**src/rtl/mips_pkg.sv**
```systemverilog
// Shared definitions for the MIPS core memory subsystem.
// Holds the state encoding used by the instruction/data memory arbiter.
package mips_pkg;

    typedef enum logic [1:0] {
        ARB_IDLE   = 2'd0,
        ARB_BUSY_I = 2'd1,
        ARB_BUSY_D = 2'd2
    } arb_state_e;

endpackage : mips_pkg

```
**src/rtl/arb_wait_counter.sv**
```systemverilog
// Saturating count of consecutive D grants made while a fetch is waiting.
// Ports:
//   clk, reset : clock and synchronous active-high reset
//   inc_i      : count one more D grant (ignored once saturated)
//   clr_i      : clear the count (wins over inc_i)
//   sat_o      : count has reached MAX_WAIT, the fetch must be served next
module arb_wait_counter #(
    parameter int MAX_WAIT = 4
) (
    input  logic clk,
    input  logic reset,
    input  logic inc_i,
    input  logic clr_i,
    output logic sat_o
);

    localparam int CW = (MAX_WAIT < 1) ? 1 : $clog2(MAX_WAIT + 1);
    localparam logic [CW-1:0] MAX_CNT = CW'(MAX_WAIT);

    logic [CW-1:0] count_q;
    logic [CW-1:0] count_d;

    // Next count: clear has priority, increment stops at MAX_WAIT.
    always_comb begin
        count_d = count_q;
        if (clr_i) begin
            count_d = {CW{1'b0}};
        end else if (inc_i && (count_q != MAX_CNT)) begin
            count_d = count_q + CW'(1);
        end else begin
            count_d = count_q;
        end
    end

    // Count register.
    always_ff @(posedge clk) begin
        if (reset) begin
            count_q <= {CW{1'b0}};
        end else begin
            count_q <= count_d;
        end
    end

    assign sat_o = (count_q == MAX_CNT);

endmodule : arb_wait_counter

```
**src/rtl/mem_arbiter.sv**
```systemverilog
// Shares one unified memory port between instruction fetch (I, read-only)
// and memory access (D, read/write). D has priority, but after MAX_WAIT
// consecutive D grants with a fetch pending the fetch is forced through.
// Ports:
//   clk, reset                       : clock, synchronous active-high reset
//   i_req/i_addr -> i_ack/i_rdata    : fetch handshake
//   d_req/d_we/d_addr/d_wdata
//                -> d_ack/d_rdata    : data handshake
//   mem_req/mem_we/mem_addr/mem_wdata: registered memory request
//   mem_ack/mem_rdata                : memory completion and read data
module mem_arbiter
    import mips_pkg::*;
#(
    parameter int AW       = 32,
    parameter int DW       = 32,
    parameter int MAX_WAIT = 4
) (
    input  logic          clk,
    input  logic          reset,
    input  logic          i_req,
    input  logic [AW-1:0] i_addr,
    output logic          i_ack,
    output logic [DW-1:0] i_rdata,
    input  logic          d_req,
    input  logic          d_we,
    input  logic [AW-1:0] d_addr,
    input  logic [DW-1:0] d_wdata,
    output logic          d_ack,
    output logic [DW-1:0] d_rdata,
    output logic          mem_req,
    output logic          mem_we,
    output logic [AW-1:0] mem_addr,
    output logic [DW-1:0] mem_wdata,
    input  logic          mem_ack,
    input  logic [DW-1:0] mem_rdata
);

    arb_state_e    state_q, state_d;
    logic          mem_req_q, mem_req_d;
    logic          mem_we_q, mem_we_d;
    logic [AW-1:0] mem_addr_q, mem_addr_d;
    logic [DW-1:0] mem_wdata_q, mem_wdata_d;

    logic          wait_inc_s;
    logic          wait_clr_s;
    logic          wait_sat_s;
    logic          grant_d_s;

    arb_wait_counter #(
        .MAX_WAIT (MAX_WAIT)
    ) u_wait_counter (
        .clk   (clk),
        .reset (reset),
        .inc_i (wait_inc_s),
        .clr_i (wait_clr_s),
        .sat_o (wait_sat_s)
    );

    // D wins unless a fetch has already waited out MAX_WAIT D grants.
    assign grant_d_s = d_req & (~i_req | ~wait_sat_s);

    // Arbitration FSM: next state, next memory request and wait-count control.
    always_comb begin
        state_d     = state_q;
        mem_req_d   = mem_req_q;
        mem_we_d    = mem_we_q;
        mem_addr_d  = mem_addr_q;
        mem_wdata_d = mem_wdata_q;
        wait_inc_s  = 1'b0;
        wait_clr_s  = 1'b0;
        case (state_q)
            ARB_IDLE: begin
                mem_req_d = 1'b0;
                if (grant_d_s) begin
                    state_d     = ARB_BUSY_D;
                    mem_req_d   = 1'b1;
                    mem_we_d    = d_we;
                    mem_addr_d  = d_addr;
                    mem_wdata_d = d_wdata;
                    // Only D grants that make a fetch wait count toward starvation.
                    wait_inc_s  = i_req;
                    wait_clr_s  = ~i_req;
                end else if (i_req) begin
                    state_d     = ARB_BUSY_I;
                    mem_req_d   = 1'b1;
                    mem_we_d    = 1'b0;
                    mem_addr_d  = i_addr;
                    mem_wdata_d = {DW{1'b0}};
                    wait_clr_s  = 1'b1;
                end else begin
                    wait_clr_s  = 1'b1;
                end
            end
            ARB_BUSY_I, ARB_BUSY_D: begin
                // The access always runs to completion, even if the requester left.
                if (mem_ack) begin
                    state_d   = ARB_IDLE;
                    mem_req_d = 1'b0;
                end else begin
                    state_d   = state_q;
                end
            end
            default: begin
                state_d   = ARB_IDLE;
                mem_req_d = 1'b0;
            end
        endcase
    end

    // State and memory-port registers.
    always_ff @(posedge clk) begin
        if (reset) begin
            state_q     <= ARB_IDLE;
            mem_req_q   <= 1'b0;
            mem_we_q    <= 1'b0;
            mem_addr_q  <= {AW{1'b0}};
            mem_wdata_q <= {DW{1'b0}};
        end else begin
            state_q     <= state_d;
            mem_req_q   <= mem_req_d;
            mem_we_q    <= mem_we_d;
            mem_addr_q  <= mem_addr_d;
            mem_wdata_q <= mem_wdata_d;
        end
    end

    // Ack/rdata gating: an abandoned request completes silently.
    always_comb begin
        i_ack   = (state_q == ARB_BUSY_I) & mem_ack & i_req;
        d_ack   = (state_q == ARB_BUSY_D) & mem_ack & d_req;
        i_rdata = i_ack ? mem_rdata : {DW{1'b0}};
        // Store type comes from the latched request, not the live d_we.
        if (d_ack && !mem_we_q) begin
            d_rdata = mem_rdata;
        end else begin
            d_rdata = {DW{1'b0}};
        end
    end

    assign mem_req   = mem_req_q;
    assign mem_we    = mem_we_q;
    assign mem_addr  = mem_addr_q;
    assign mem_wdata = mem_wdata_q;

endmodule : mem_arbiter

```
**config.mk**
```make
export PLATFORM = sky130hd
export DESIGN_NAME = mem_arbiter
export DESIGN_NICKNAME = d
export VERILOG_FILES = /design/src/rtl/mips_pkg.sv /design/src/rtl/arb_wait_counter.sv /design/src/rtl/mem_arbiter.sv
export SDC_FILE = /design/constraint.sdc
export NUM_CORES = 1
export LEC_CHECK = 0
export CAP_MARGIN = 20
export CORE_MARGIN = 3
export CORE_UTILIZATION = 31
export CTS_CLUSTER_DIAMETER = 50
export DETAILED_ROUTE_END_ITERATION = 16
export HOLD_SLACK_MARGIN = 0.02
export PLACE_DENSITY = 0.86
export SYNTH_ARGS = -nofsm -noshare
export SYNTH_HDL_FRONTEND = slang
export SYNTH_SLANG_ARGS = --single-unit
```
**constraint.sdc**
```tcl
create_clock -name clk -period 2.3 [get_ports clk]
set_clock_uncertainty 0.1 [all_clocks]
set_input_delay 0.345 -clock clk [delete_from_list [all_inputs] [get_ports clk]]
set_output_delay 0.345 -clock clk [all_outputs]
set_load 0.005 [all_outputs]
```
==> out/metrics.csv, run 1 <==
metric,value,unit
wire length per cell,17.0,um
Antenna Cells,0,
TNS Setup,0,ns
H-tree Lvls,3,
asr flop ratio synth,0,
Power Dens Cells,534,nW/um^2
Post-Synth XOR/XNOR Area,0,
port buffer count,265,
CP Data Arrival Time,1.80,ns
Seq. cell area,1420,sq um
crit end category,primary output,
Startpoint Class,flip-flop,
adder-cell share of the synthesized area,0.0190,
Crit Path Class,reg -> out,
gr ovfl total,0,
post-route antenna net violation count,0,
Leak,2.58,nW
RePlAce Congestion,0.849,
core area,10300,sq um
Final Cycle Share,0.976,
largest family of logic cells by synthesized area,simple AND/OR/NAND/NOR gates,
hold buffers post-CTS,0,
f_max,0.445,GHz
CP Depth,6,
Initial Util,0.320,
status,"finished, final reports clean",
largest net degree at the start of global routing,38,
drc violations,0,
register area share after synthesis,0.431,
Setup-failing EPs final,0,
Tot GR Track Use,0.208,
unrepaired setup endpoints after global routing,yes,
mux cell area share after synthesis,0.00303,
Max-cap violations,0,
die area,11900,sq um
clock buffer depth,2,
Final min period,2.24,ns
post-synthesis simple-gate area fraction,0.242,
Post-synth top cells,"71 x dfxtp_1, 64 x and2_1, 35 x nor2_1",
Layout area overhead,89.4,%
"Clk Latency, worst-skew pair",0.33,ns
worst hold path class,in -> reg,
Pins Over Slew Limit,0,
io pins,266,
Slew @ Worst Pin,0.399,ns
Final Hold Viols,0,
Rows,37,
mean area per synthesized cell,8.85,sq um
area of the multi-input gates,1680,sq um
vias per cell,5.03,
register bit total from synthesis,71,
Post-Syn Instances,373,
Vert. Die Dim,109,um
Layout fillers,886,
prevailing post-synth register cell,dfxtp_1,
cells along the critical path,"buf_4, ha_2, and3_4, bufbuf_16, and2_1, clkdlybuf4s15_1",
Peak VDD IR,328,uV
Clock Sinks,71,
"top cells by area, synth","dfxtp_1 43%, and2_1 12%, a22o_1 8.8%, a311oi_1 8.5%, nand3_1 5.2%",
Post-Synthesis Cell Area,3300,sq um
Yosys Warn Count,0,
detailed-route via count,3884,
DRT iter0 DRCs,198,
share of layout cells above drive strength 1,0.124,
Clock Pin Slew Worst Setup and Hold Paths,0.08,ns
DRT Pass-1 Iters,4,
"count leader, synth",dfxtp_1,
Routed WL,13.1,mm
first-pass GRT wire length,19.5,mm
Hold Path Depth,2,
fin util,0.605,
CP max-delay cell,dfxtp_2,
hpwl dp,9.77,mm
CTS Buf Count,9,
CP max stage delay,0.33,ns
vias in the first global route,3766,
CP bufs+invs,3,
FF-to-FF path depth,6,
CTS root buf,clkbuf_8,
Top delay family on crit path,buffers and inverters,
Yosys top cell area share,0.431,
distinct cell type count after synthesis,28,
post-synthesis compound-gate area fraction,0.240,
Crit path required time,1.86,ns
CTS tree,yes,
die width,109,um
CP Max Fanout,16,
Max-slew headroom,0.734,
Syn Nets,512,
biggest area consumer among synthesized cells,dfxtp_1,
nets,770,
Post-synth EDFFs,0,
antenna violations before repair,0,
==> area by class of cell <==
type                       count  share of cell area
clock inverter                 7             0.00981
multi-input combinational    259               0.269
inverter                       6             0.00360
clock buffer                   9              0.0198
sequential                    71               0.228
tap                          136              0.0272
timing repair buffer         284               0.442
==> final timing paths <==
check	startpoint	to	slack (ns)
setup / recovery	state_q[0]	i_rdata[31]	0.06
hold / removal	reset	u_wait_counter.count_q[1]	0.28
setup reg to reg	u_wait_counter.count_q[0]	mem_addr[2]	0.58
hold reg to reg	mem_wdata[17]	mem_wdata[17]	0.38
==> per-stage QoR <==
step / total power, W / worst slack [ns] / hold slack, ns / cell area (sq um) / cells
finish: 0.00334 / 0.0551 / 0.283 / 6250 / 772
floorplan: 0.00180 / 0.603 / 0.349 / 3300 / 373
detailed placement: 0.00243 / -0.206 / 0.354 / 6130 / 752
CTS: 0.00339 / -0.00217 / 0.273 / 6370 / 772
global placement: 0.00240 / -0.202 / 0.356 / 6130 / 752
global route: 0.00354 / -0.0378 / 0.277 / 6250 / 772
==> repair_timing <==
item / 4_1_cts / 5_1_grt
endpoints found under the setup margin: 64 / 47
resized for setup: 95 / 61
cloned: 3 / 0
setup buffers: 1 / 0
==> cell families after synthesis <==
kind of cell | count (synthesis)
and+or+nand+nor | 146
AOI/OAI and AO/OA | 107
DFF | 71
buffers and inverters | 43
adders and majority gates | 5
muxes | 1
==> registers in the layout, indices dropped and copies added (netlist names) <==
name and cells:
u_wait_counter.count_q 3, mem_addr 32, mem_wdata 32, state_q 2, mem_req 1, mem_we 1
==> cells in the final DEF (no fill, tap or decap), types with 2 or more instances in the layout <==
cell type / instances
clkbuf_2: 32
inv_6: 3
inv_2: 2
clkbuf_8: 9
dfxtp_1: 70
a21oi_1: 4
a311oi_1: 32
clkdlybuf4s50_1: 199
nand2_1: 2
ha_2: 2
a22o_1: 33
o21ai_1: 5
ha_1: 3
and3_1: 2
inv_1: 4
dlygate4sd2_1: 16
clkinvlp_4: 2
o21ai_0: 29
buf_12: 7
clkdlybuf4s15_1: 16
buf_4: 9
nand3_1: 34
and3_4: 2
nand2b_1: 2
and2_1: 64
nor2_1: 34
buf_16: 2
==> power by group <==
part | total (W) | switching (W) | leakage, nW | internal, W
Sequential | 0.00143 | 0.0000690 | 0.586 | 0.00136
Combinational | 0.000975 | 0.000371 | 1.90 | 0.000605
Clock | 0.000934 | 0.000522 | 0.0888 | 0.000412
Total | 0.00334 | 0.000962 | 2.58 | 0.00238
==> layer usage <==
layer	vias up	part of all wire	track usage
li1	1872	-	-
met1	1803	0.38	0.233
met2	189	0.51	0.370
met3	20	0.098	0.0787
met4	0	0.012	0.0496
met5	-	0	0
Power figures use the tool's default switching activity.
==> inputs of run 2 (changes only) <==
- CORE_MARGIN: 3 -> 1
==> run 2 against run 1 <==
  * Sequential share of layout area up 0.082 points
  * Critical path depth unchanged
  * First-iteration DRC count shrank 2.0%
  * Wire length fell by 2.2%
  * Via count fell by 0.72%
  * Sequential power about the same
  * Cell area shrank 0.36%
  * Count of clock-buffer cells in the layout stayed put
  * Die area shrank 7.2%
  * Global-route usage is 1.7 points higher
  * Critical path type is now in -> out
  * Largest cell class unchanged
==> out/metrics.csv, run 2 (synthesized netlist as in run 1, its figures left out) <==
metric,value,unit,change
die width,105,um,-3.7%
nets,773,,+0.39%
Final min period,2.23,ns,-0.0193 ns
Clock Sinks,71,,unchanged
RePlAce Congestion,0.797,,-6.1%
unrepaired setup endpoints after global routing,no,,
Max-cap violations,0,,unchanged
"commonest non-fill, non-tap cells in the layout","199 x clkdlybuf4s50_1, 70 x dfxtp_1, 64 x and2_1",,
Routed WL,12.8,mm,-2.2%
first-pass GRT wire length,19.9,mm,+1.8%
Max-slew headroom,0.592,,-0.142
CTS root buf,clkbuf_8,,
Tot GR Track Use,0.225,,+0.0172
Crit path required time,1.86,ns,about the same
H-tree Lvls,3,,unchanged
post-route cell area,6230,sq um,-0.36%
CTS tree,yes,,
Final Hold Viols,0,,unchanged
Layout area overhead,88.7,%,
worst hold path class,reg -> reg,,
"Clk Latency, worst-skew pair",0.33,ns,about the same
Initial Util,0.320,,unchanged
DRT iter0 DRCs,194,,-2.0%
Final Non-Filler Cells,774,,+0.26%
Crit Path Class,in -> out,,
met2 routed WL,6.60,mm,-0.77%
share of layout cells above drive strength 1,0.127,,+0.00275
Rows,37,,unchanged
dpl cell area,6130,sq um,about the same
Met3 Wirelength,835,um,-35%
Layout fillers,923,,+4.2%
post-route setup slack,0.0744,ns,+0.0193 ns
Leak,2.57,nW,-0.37%
pre-CTS WS,-0.294,ns,-0.0877 ns
Power Dens Cells,520,nW/um^2,-2.7%
hold buffers post-CTS,0,,unchanged
detailed-route via count,3856,,-0.72%
placed insts,754,,+0.27%
Vert. Die Dim,105,um,-3.7%
"commonest non-fill, non-tap cell in the layout",clkdlybuf4s50_1,,
Final Cycle Share,0.968,,-0.00839
f_max,0.449,GHz,+0.87%
vias in the first global route,3835,,+1.8%
status,"finished, final reports clean",,
Pins Over Slew Limit,0,,unchanged
die area,11100,sq um,-7.2%
r2r setup slk,0.29,ns,-0.29 ns
DRT Pass-1 Iters,6,,+2
hpwl dp,9.26,mm,-5.2%
top sig layer,met4,,
Peak VDD IR,353,uV,+7.6%
TNS Setup,0,ns,unchanged
port buffer count,265,,unchanged
crit end category,primary output,,
Startpoint Class,input pin,,
Met1 Wirelength,5.12,mm,+2.1%
CTS Buf Count,9,,unchanged
gr ovfl total,0,,unchanged
io pins,266,,unchanged
CP Max Fanout,8,,-8
Setup-failing EPs final,0,,unchanged
largest net degree at the start of global routing,66,,+74%
CP Data Arrival Time,1.78,ns,-0.02 ns
Clock Pin Slew Worst Setup and Hold Paths,0.08,ns,about the same
core area,10300,sq um,unchanged
fin util,0.603,,-0.00218
Antenna Cells,0,,unchanged
wire length per cell,16.6,um,-2.4%
Slew @ Worst Pin,0.612,ns,+0.213 ns
clock buffer depth,2,,unchanged
vias per cell,4.98,,-0.98%
antenna violations before repair,0,,unchanged
post-route antenna net violation count,0,,unchanged
drc violations,0,,unchanged
[run 2: cell types whose count changed in the layout (fill, tap and decap cells not counted), sizes merged]
cell	before	now
dlygate4sd2	16	18
buf	19	21
clkinv	1	4
clkdlybuf4s15	16	12
dlymetal6s2s	1	0
clkbuf	41	45
inv	10	6
[run 2: final timing paths]
path	from	endpoint	cells past startpoint
setup / recovery	mem_ack	d_rdata[7]	6
hold / removal	mem_wdata[2]	mem_wdata[2]	1
setup reg to reg	state_q[1]	mem_addr[20]	6
hold reg to reg	mem_wdata[2]	mem_wdata[2]	1
[run 2: power breakdown]
group	internal, W	switching (W)	total (W)	leakage (nW)
clock network	0.000381	0.000467	0.000848	0.0809
logic	0.000595	0.000362	0.000957	1.90
registers	0.00136	0.0000726	0.00143	0.586
[run 2: cell type report]
type	instances	area, sq um	area share
well taps	136	170	0.0273
repair buffers	287	2770	0.445
flip-flops and latches	71	1420	0.228
multi-input cells	259	1680	0.270
inverters	6	22.5	0.00362
clock inverters	6	38.8	0.00623
clock buffers	9	124	0.0199
[run 2: worst max-delay path, stage by stage]
cell	delay, ns
clkdlybuf4s50_1	0.51
and3_4	0.19
and2b_4	0.26
buf_12	0.15
and2_1	0.13
clkdlybuf4s15_1	0.20
[run 2: what timing repair did]
item	4_1_cts	5_1_grt
setup buffers	1	0
endpoints found under the hold margin	0	0
gates cloned	4	0
endpoints found under the setup margin	65	43
gates resized for setup	123	37
pin swaps	0	0
[run 2: per-layer routing]
metal  vias up  track usage
met5         -            0
li1       1870            -
met1      1801        0.255
met4         0       0.0744
met2       165        0.411
met3        20       0.0543
[run 2: per-stage QoR]
stage / hold slack, ns / power [W]
5_1_grt: 0.390 / 0.00341
2_1_floorplan: 0.349 / 0.00180
3_5_place_dp: 0.356 / 0.00241
3_3_place_gp: 0.356 / 0.00237
4_1_cts: 0.380 / 0.00329
6_report: 0.377 / 0.00324
==> inputs of run 3 (changes only) <==
- clock period: 2.3 -> 2.05 ns (I/O delays scaled with it)
==> run 3 against run 2 <==
  * The flow now finishes with violations (setup timing)
  * Cell area grew 8.6%
  * Sequential share of layout area decreased by 1.8 points
  * Sequential power rose by 13%
  * Highest routed layer unchanged
  * Non-clock buffer count is 9 higher
  * Largest cell class unchanged
  * Global-route usage grew 0.69 points
  * Count of clock-buffer cells in the layout did not move
  * Wire length up 4.5%
  * First-iteration DRC count down 7.7%
  * Clock power increased by 26%
==> out/metrics.csv, run 3 (synthesized netlist as in run 1, its figures left out) <==
metric,value,unit,change
port buffer count,265,,unchanged
Power Dens Cells,566,nW/um^2,+8.8%
drc violations,0,,unchanged
DRT Pass-1 Iters,4,,-2
status,"finished, violations left",,
antenna violations before repair,0,,unchanged
final total power,0.00383,W,+18%
crit end category,primary output,,
hold endpoint,u_wait_counter.count_q[0],,
Clock Sinks,71,,unchanged
Max-slew headroom,0.648,,+0.0561
first-pass GRT wire length,20.4,mm,+2.9%
hpwl dp,9.07,mm,-2.0%
post-route setup slack,-0.192,ns,-0.267 ns
Antenna Cells,0,,unchanged
Reg-to-Reg End,mem_wdata[20],,
Pins Over Slew Limit,0,,unchanged
share of layout cells above drive strength 1,0.279,,+0.152
CP max-delay cell,dfxtp_2,,
wire length per cell,17.1,um,+3.2%
unrepaired setup endpoints after global routing,yes,,
f_max,0.446,GHz,
largest net degree at the start of global routing,66,,unchanged
Startpoint Class,flip-flop,,
Tot GR Track Use,0.232,,+0.00692
gr ovfl total,0,,unchanged
CP max stage delay,0.35,ns,-0.16 ns
Vert. Die Dim,105,um,unchanged
detailed-route via count,3949,,+2.4%
Initial Util,0.320,,unchanged
Final Hold Viols,0,,unchanged
CP Data Arrival Time,1.83,ns,+0.05 ns
RePlAce Congestion,0.776,,-2.6%
Rows,37,,unchanged
HP Start,u_wait_counter.count_q[0],,
violated checks,setup timing,,
reg-to-reg critical path startpoint,state_q[0],,
Crit Path Class,reg -> out,,
CP Max Fanout,8,,unchanged
vias in the first global route,3859,,+0.63%
Final Cycle Share,1.09,,
post-route antenna net violation count,0,,unchanged
CP bufs+invs,4,,+1
"commonest non-fill, non-tap cell in the layout",clkdlybuf4s50_1,,
Hold Path Depth,2,,+1
Layout area overhead,105,%,
TNS Setup,-6.49,ns,-6.49 ns
DRT iter0 DRCs,179,,-7.7%
io pins,266,,unchanged
Top delay family on crit path,simple AND/OR/NAND/NOR gates,,
Setup-failing EPs final,65,,+65
Leak,2.75,nW,+7.2%
Final min period,2.24,ns,
CTS tree,yes,,
hold buffers post-CTS,0,,unchanged
vias per cell,5.04,,+1.1%
"Clk Latency, worst-skew pair",0.35,ns,+0.02 ns
Clock Pin Slew Worst Setup and Hold Paths,0.08,ns,about the same
r2r setup slk,0.22,ns,-0.07 ns
nets,782,,+1.2%
Layout fillers,852,,-7.7%
Crit path required time,1.64,ns,-0.22 ns
die width,105,um,unchanged
worst hold path class,reg -> reg,,
Max-cap violations,0,,unchanged
Routed WL,13.4,mm,+4.5%
CTS Buf Count,9,,unchanged
FF-to-FF path depth,7,,+1
die area,11100,sq um,unchanged
"commonest non-fill, non-tap cells in the layout","199 x clkdlybuf4s50_1, 69 x dfxtp_1, 64 x buf_6",,
Peak VDD IR,385,uV,+8.9%
Slew @ Worst Pin,0.527,ns,-0.0847 ns
core area,10300,sq um,unchanged
cells along the critical path,"inv_2, ha_4, and3_4, and2b_2, buf_6, buf_16, and2_1, buf_2",,
H-tree Lvls,3,,unchanged
clock buffer depth,2,,unchanged
CTS root buf,clkbuf_8,,
run 3: repair_timing:
| item | CTS | global route |
|---|---|---|
| pin swaps | 30 | 15 |
| gates resized for setup | 330 | 70 |
| endpoints found under the hold margin | 0 | 0 |
| buffers inserted | 6 | 3 |
| setup endpoints to repair | 66 | 79 |
| gates cloned | 7 | 0 |
run 3: worst max-delay path by stage:
stage,start,endpoint,cells past startpoint
final,state_q[0],d_rdata[2],8
after global placement,d_req,mem_wdata[6],5
after global routing,state_q[0],d_rdata[2],8
after floorplan,state_q[0],d_rdata[10],6
after detailed placement,d_req,d_rdata[0],6
after CTS,state_q[0],d_rdata[17],8
run 3: power by group:
group          internal, W  total, W  switching (W)
combinational     0.000719   0.00115       0.000427
clock             0.000461   0.00107       0.000611
sequential         0.00153   0.00161      0.0000811
total              0.00271   0.00383        0.00112
run 3: stage by stage:
step	setup slack (ns)	hold slack, ns	util	instances	instance area, sq um
after floorplan	0.390	0.340	-	373	3300
after global placement	-0.448	0.354	0.593	755	6120
after detailed placement	-0.455	0.357	0.595	756	6150
after CTS	-0.186	0.381	0.637	785	6580
after global routing	-0.262	0.397	0.655	784	6760
final	-0.192	0.378	0.655	784	6760
run 3: routing by layer:
metal / track usage / part of all wire / vias to the layer above
met5: 0 / 0 / -
met4: 0.0644 / 0.021 / 0
met3: 0.0593 / 0.062 / 24
met2: 0.409 / 0.52 / 163
met1: 0.277 / 0.40 / 1881
li1: - / - / 1881
run 3: worst min-delay path: cells and delay by family (launching register included):
| family | cells | cell delay (ns) |
|---|---|---|
| AO/OA/AOI/OAI | 1 | 0.05 |
| flip-flops | 1 | 0.33 |
| AND/OR/NAND/NOR | 1 | 0.06 |
run 3: layout make-up:
| class | count | area (sq um) | share of cell area |
|---|---|---|---|
| clock inverters | 7 | 65.1 | 0.00962 |
| clock buffers | 9 | 124 | 0.0183 |
| flip-flops and latches | 71 | 1420 | 0.211 |
| multi-input cells | 259 | 1840 | 0.271 |
| well taps | 136 | 170 | 0.0252 |
| inverters | 6 | 22.5 | 0.00333 |
| repair buffers | 296 | 3120 | 0.462 |
